===== config.mk =====
export PLATFORM = sky130hd
export DESIGN_NAME = sha_block_sequencer
export DESIGN_NICKNAME = d
export VERILOG_FILES = /design/src/rtl/sha_block_sequencer_pkg.sv /design/src/rtl/sha_block_sequencer_round_counter.sv /design/src/rtl/sha_block_sequencer.sv
export SDC_FILE = /design/constraint.sdc
export NUM_CORES = 1
export LEC_CHECK = 0
export ABC_CLOCK_PERIOD_IN_PS = 1800
export CAP_MARGIN = 20
export CORE_MARGIN = 1
export CORE_UTILIZATION = 35
export CTS_CLUSTER_SIZE = 40
export DETAILED_ROUTE_END_ITERATION = 7
export SYNTH_ARGS = -nofsm -noshare
export SYNTH_HDL_FRONTEND = slang
export SYNTH_HIERARCHICAL = 1
export SYNTH_SLANG_ARGS = --single-unit

===== constraint.sdc =====
create_clock -name clk -period 1.8 [get_ports clk]
set_input_delay 0.54 -clock clk [delete_from_list [all_inputs] [get_ports clk]]
set_output_delay 0.54 -clock clk [all_outputs]
set_load 0.005 [all_outputs]

===== src/rtl/sha_block_sequencer_pkg.sv =====
// Shared types and codes for the SHA nonce-search block sequencer.
package sha_block_sequencer_pkg;

  localparam int DEFAULT_ROUNDS = 64;

  typedef enum logic [2:0] {
    S_IDLE,
    S_LOAD,
    S_ROUND,
    S_ACCUM,
    S_CHECK
  } seq_state_t;

  // Phase codes presented to the H0..H7 accumulators
  localparam logic [1:0] BLK_INIT   = 2'd0;
  localparam logic [1:0] BLK_CHUNK1 = 2'd1;
  localparam logic [1:0] BLK_CHUNK2 = 2'd2;
  localparam logic [1:0] BLK_FINAL  = 2'd3;

  // Message sources for the W schedule
  localparam logic [1:0] SEL_HDR1   = 2'd0;
  localparam logic [1:0] SEL_HDR2   = 2'd1;
  localparam logic [1:0] SEL_DIGEST = 2'd2;

  function automatic logic [1:0] blk_after(input logic [1:0] sel);
    case (sel)
      SEL_HDR1: blk_after = BLK_CHUNK1;
      SEL_HDR2: blk_after = BLK_CHUNK2;
      default:  blk_after = BLK_FINAL;
    endcase
  endfunction

endpackage


===== src/rtl/sha_block_sequencer_round_counter.sv =====
// Loadable round counter: clears to 0, counts while enabled, wraps to 0 after
// the terminal round so it is ready for the next chunk.
module sha_round_counter import sha_block_sequencer_pkg::*; #(
  parameter int ROUNDS = DEFAULT_ROUNDS,
  parameter int CW     = 6
) (
  input  logic          clk,
  input  logic          rst_n,
  input  logic          clear,
  input  logic          en,
  output logic [CW-1:0] count,
  output logic          tc
);

  assign tc = (count == CW'(ROUNDS - 1));

  always_ff @(posedge clk or negedge rst_n) begin
    if (!rst_n) begin
      count <= '0;
    end else if (clear) begin
      count <= '0;
    end else if (en) begin
      count <= tc ? '0 : count + CW'(1);
    end
  end

endmodule


===== src/rtl/sha_block_sequencer.sv =====
// Sequences the three SHA-256 chunk passes of a double-hash nonce search.
// Optional feature: define SHA_SEQ_MIDSTATE_EN to reuse the chunk1 midstate after a miss.
module sha_block_sequencer import sha_block_sequencer_pkg::*; #(
  parameter int ROUNDS = DEFAULT_ROUNDS,
  parameter int CW     = 6
) (
  input  logic          clk,
  input  logic          rst_n,
  input  logic          start,
  input  logic          abort,
  input  logic [31:0]   nonce_base,
  input  logic          hash_hit,
  output logic [1:0]    block,
  output logic [1:0]    chunk_sel,
  output logic          w_load,
  output logic          round_en,
  output logic [CW-1:0] round,
  output logic          accum_en,
  output logic [31:0]   nonce,
  output logic          busy,
  output logic          done,
  output logic          found
);

  seq_state_t state, state_n;
  logic       round_tc;
  logic       nonce_last;

  assign nonce_last = (nonce == 32'hFFFF_FFFF);
  assign w_load     = (state == S_LOAD);
  assign round_en   = (state == S_ROUND);
  assign accum_en   = (state == S_ACCUM);

  sha_round_counter #(
    .ROUNDS (ROUNDS),
    .CW     (CW)
  ) u_round_counter (
    .clk   (clk),
    .rst_n (rst_n),
    .clear ((state != S_ROUND) || abort),
    .en    (round_en),
    .count (round),
    .tc    (round_tc)
  );

  always_ff @(posedge clk or negedge rst_n) begin
    if (!rst_n) begin
      state <= S_IDLE;
    end else begin
      state <= state_n;
    end
  end

  always_comb begin
    state_n = state;
    case (state)
      S_IDLE:  if (start && !abort) state_n = S_LOAD;
      S_LOAD:  state_n = S_ROUND;
      S_ROUND: if (round_tc) state_n = S_ACCUM;
      S_ACCUM: state_n = (chunk_sel == SEL_DIGEST) ? S_CHECK : S_LOAD;
      S_CHECK: state_n = (hash_hit || nonce_last) ? S_IDLE : S_LOAD;
      default: state_n = S_IDLE;
    endcase
    if (abort && state != S_IDLE) state_n = S_IDLE;
  end

  // Block code changes on entry to ACCUM so the strobe sees the new phase.
  always_ff @(posedge clk or negedge rst_n) begin
    if (!rst_n) begin
      block     <= BLK_INIT;
      chunk_sel <= SEL_HDR1;
      nonce     <= '0;
      busy      <= 1'b0;
      done      <= 1'b0;
      found     <= 1'b0;
    end else begin
      done <= 1'b0;
      if (abort && state != S_IDLE) begin
        busy      <= 1'b0;
        done      <= 1'b1;
        found     <= 1'b0;
        block     <= BLK_INIT;
        chunk_sel <= SEL_HDR1;
      end else begin
        case (state)
          S_IDLE: begin
            if (start && !abort) begin
              nonce     <= nonce_base;
              busy      <= 1'b1;
              found     <= 1'b0;
              block     <= BLK_INIT;
              chunk_sel <= SEL_HDR1;
            end
          end
          S_ROUND: begin
            if (round_tc) block <= blk_after(chunk_sel);
          end
          S_ACCUM: begin
            if (chunk_sel == SEL_HDR1) chunk_sel <= SEL_HDR2;
            else if (chunk_sel == SEL_HDR2) chunk_sel <= SEL_DIGEST;
          end
          S_CHECK: begin
            if (hash_hit || nonce_last) begin
              done      <= 1'b1;
              found     <= hash_hit;
              busy      <= 1'b0;
              block     <= BLK_INIT;
              chunk_sel <= SEL_HDR1;
            end else begin
              nonce <= nonce + 32'd1;
`ifdef SHA_SEQ_MIDSTATE_EN
              block     <= BLK_CHUNK1;
              chunk_sel <= SEL_HDR2;
`else
              block     <= BLK_INIT;
              chunk_sel <= SEL_HDR1;
`endif
            end
          end
          default: ;
        endcase
      end
    end
  end

endmodule


==> impl_metrics.toml <==
[run_status]
status = "finished with violations"
violations = "setup timing"

[global_route]
grt_max_degree = 49
grt_overflow = 0
grt_pass1_wl_um = 16400
grt_pass1_vias = 3439
antenna_found_initial = 0
grt.total_usage = 0.231

[route]
firstDrtPassIters = 5
viasPerCell = 5.52
avgRoutedWirePerCell_um = 17.3
post-route-drc-count = 0
drt_iter0_drc = 217
ant_nets = 0
vias = 3676
routed_wl_um = 11500

[worst_setup_path]
path_cells = "clkdlybuf4s50_1"
cp-startpoint = "nonce[26]"
r2r-end = "nonce[22]"
crit_path_start_kind = "flip-flop"
crit_family = "buffers and inverters"
critPathSlowestCell = "clkdlybuf4s50_1"
critical_path_arrival_ns = 1.31
crit_cells = 1
cp_max_fo = 4
endpoint = "nonce[26]"
worstRegToRegCells = 10
crit_buf_inv = 1
r2r_start = "state[2]"
cpPeakStageDelay_ns = 0.54
critical_path_class = "reg -> out"
worst-r2r-setup-slack_ns = -0.03
worst-endpoint-required_ns = 1.26
end_kind = "output port"

[synth]
syn-num-nets = 413
synth.yosys.seq_area_share = 0.391
async_flop_share = 1.00
synthCells = 374
synth_common_cells = "nand2_1, dfrtp_1, a21oi_1, o21ai_0, nor2_1"
synth_area_per_cell_um2 = 8.21
synth_area_leaders = "dfrtp_1, a21oi_1, nand2_1"
yosysTopAreaCell = "dfrtp_1"
yosysMostFrequentCell = "nand2_1"
netlist_area_mm2 = 0.00307
synth-edff-count = 0
yosys.area.top_type_share = 0.391
ys.warnings.count = 6
synth.distinct_cells = 56
synth_seq_cells = 48
synthFlopType = "dfrtp_1"

[placement]
gp_congestion = 0.857
port_buffers = 84
dp_hpwl_um = 6820
dp_cells = 610
post_dp_cell_area_mm2 = 0.00450

[power_and_ir_drop]
vdd_drop_max_mv = 0.440
leakagePower_nw = 2.23
powerDensity_mw_per_mm2 = 955

[die]
fp-row-count = 33
start_util = 0.368
coreArea_mm2 = 0.00834
dieArea_mm2 = 0.00915
fp.dieW_um = 95.6
io_pins = 85
die_y_um = 95.6

[timing]
finClkSkew_ns = 0.00832
finalSetupTns_ns = -0.174
final-hold-violation-count = 0
relSlewSlack = 0.759
rsz0062_at_grt = "yes"
worstMarginPinSlew_ns = 0.359
final.min_clock_period_ns = 1.85
setup_ws_ns = -0.0454
setup-violations-final = 12
slew_viol_final = 0
max_freq_ghz = 0.542
fin_crit_sh = 1.03

[clock_tree]
clock_latency_ns = 0.30
cts_tree = "done"
root_buffer = "clkbuf_8"
h-tree-depth = 2
cts_buffers = 5
clkSinkCount = 48
cts_buffer_depth = 2
clk_pin_slew_worst_paths_ns = 0.09

[final_layout]
nets = 601
areaGrowthSynthToFinish_pct = 81.1
drive_above_1_share = 0.414
fin_area_mm2 = 0.00556
fin_cells = 666
diodes = 0

[worst_hold_path]
min_path_type = "in -> async"

[flow_run]
max_cap_violations = 0
cells in the final DEF, fill, tap and decap left out, drive strengths merged, types with 3 or more instances in the layout:
| cell type | count |
|---|---|
| clkdlybuf4s50 | 47 |
| xor2 | 3 |
| o21ai | 34 |
| buf | 121 |
| nor4 | 5 |
| a21oi | 62 |
| nor2b | 3 |
| and3 | 5 |
| nand3 | 23 |
| clkbuf | 11 |
| nand2 | 55 |
| nand4 | 16 |
| or3 | 3 |
| nor3 | 5 |
| dlygate4sd2 | 30 |
| o22ai | 11 |
| a31oi | 9 |
| inv | 8 |
| nor2 | 24 |
| dfrtp | 48 |
registers in the layout, indices dropped and copies added (netlist names):
register / cells
nonce: 32
u_round_counter/count: 6
state: 3
block: 2
chunk_sel: 2
busy: 1
done: 1
found: 1
cell families (layout without fill, tap and decap cells):
logic type / Yosys count / count (layout) / share of synthesized area
AND/OR/NAND/NOR: 150 / 150 / 0.254
AO/OA/AOI/OAI: 134 / 134 / 0.272
flip-flops: 48 / 48 / 0.391
buffers and inverters: 33 / 220 / 0.0530
XOR/XNOR: 4 / 4 / 0.0114
multiplexers: 3 / 3 / 0.0102
adder cells (fa/ha/maj): 2 / 2 / 0.00815
worst min path at each step:
| stage | endpoint | slack (ns) | cells after the start |
|---|---|---|---|
| 6_report | nonce[24] | 0.22 | 2 |
| 5_1_grt | u_round_counter/count[5] | 0.23 | 2 |
| 4_1_cts | u_round_counter/count[5] | 0.23 | 2 |
| 3_5_place_dp | busy | 0.51 | 1 |
| 3_3_place_gp | busy | 0.51 | 1 |
| 2_1_floorplan | block[0] | 0.24 | 0 |
metal layers:
metal	track usage	up-vias	wire, um
met1	0.306	1781	4930
met2	0.402	130	5800
met3	0.0271	19	553
li1	-	1746	-
met4	0.0498	0	208
met5	0	-	0
layout make-up:
type                    instances  area, um2
clock buffers                   5       68.8
clock inverters                 1       30.0
fillers                       650       2780
inverters                       8       32.5
multi-input cells             293       2140
flip-flops and latches         48       1200
well taps                     105        131
repair buffers                206       1950
power breakdown:
group	switching [mW]	total (mW)	internal, mW	leakage, nW
combinational	1.39	2.95	1.55	1.61
clock	0.369	0.769	0.400	0.0501
sequential	0.235	1.59	1.36	0.565
total	2.00	5.31	3.31	2.23
repair_timing:
action | CTS | global route
resized for setup | 67 | 99
endpoints found under the setup margin | 74 | 47
pin swaps | 5 | 20
gates cloned | 2 | 4
hold buffers | 0 | 0
buffers inserted | 32 | 16
stage by stage:
stage	setup WS (ns)	hold slack, ns	utilization	total power, mW
floorplan	-0.00172	0.244	-	2.59
global placement	-0.429	0.509	0.540	3.93
detailed placement	-0.484	0.512	0.540	3.94
CTS	-0.0200	0.226	0.596	4.93
global route	-0.0973	0.232	0.667	5.61
finish	-0.0454	0.221	0.667	5.31
(Power assumes the default switching activity.)
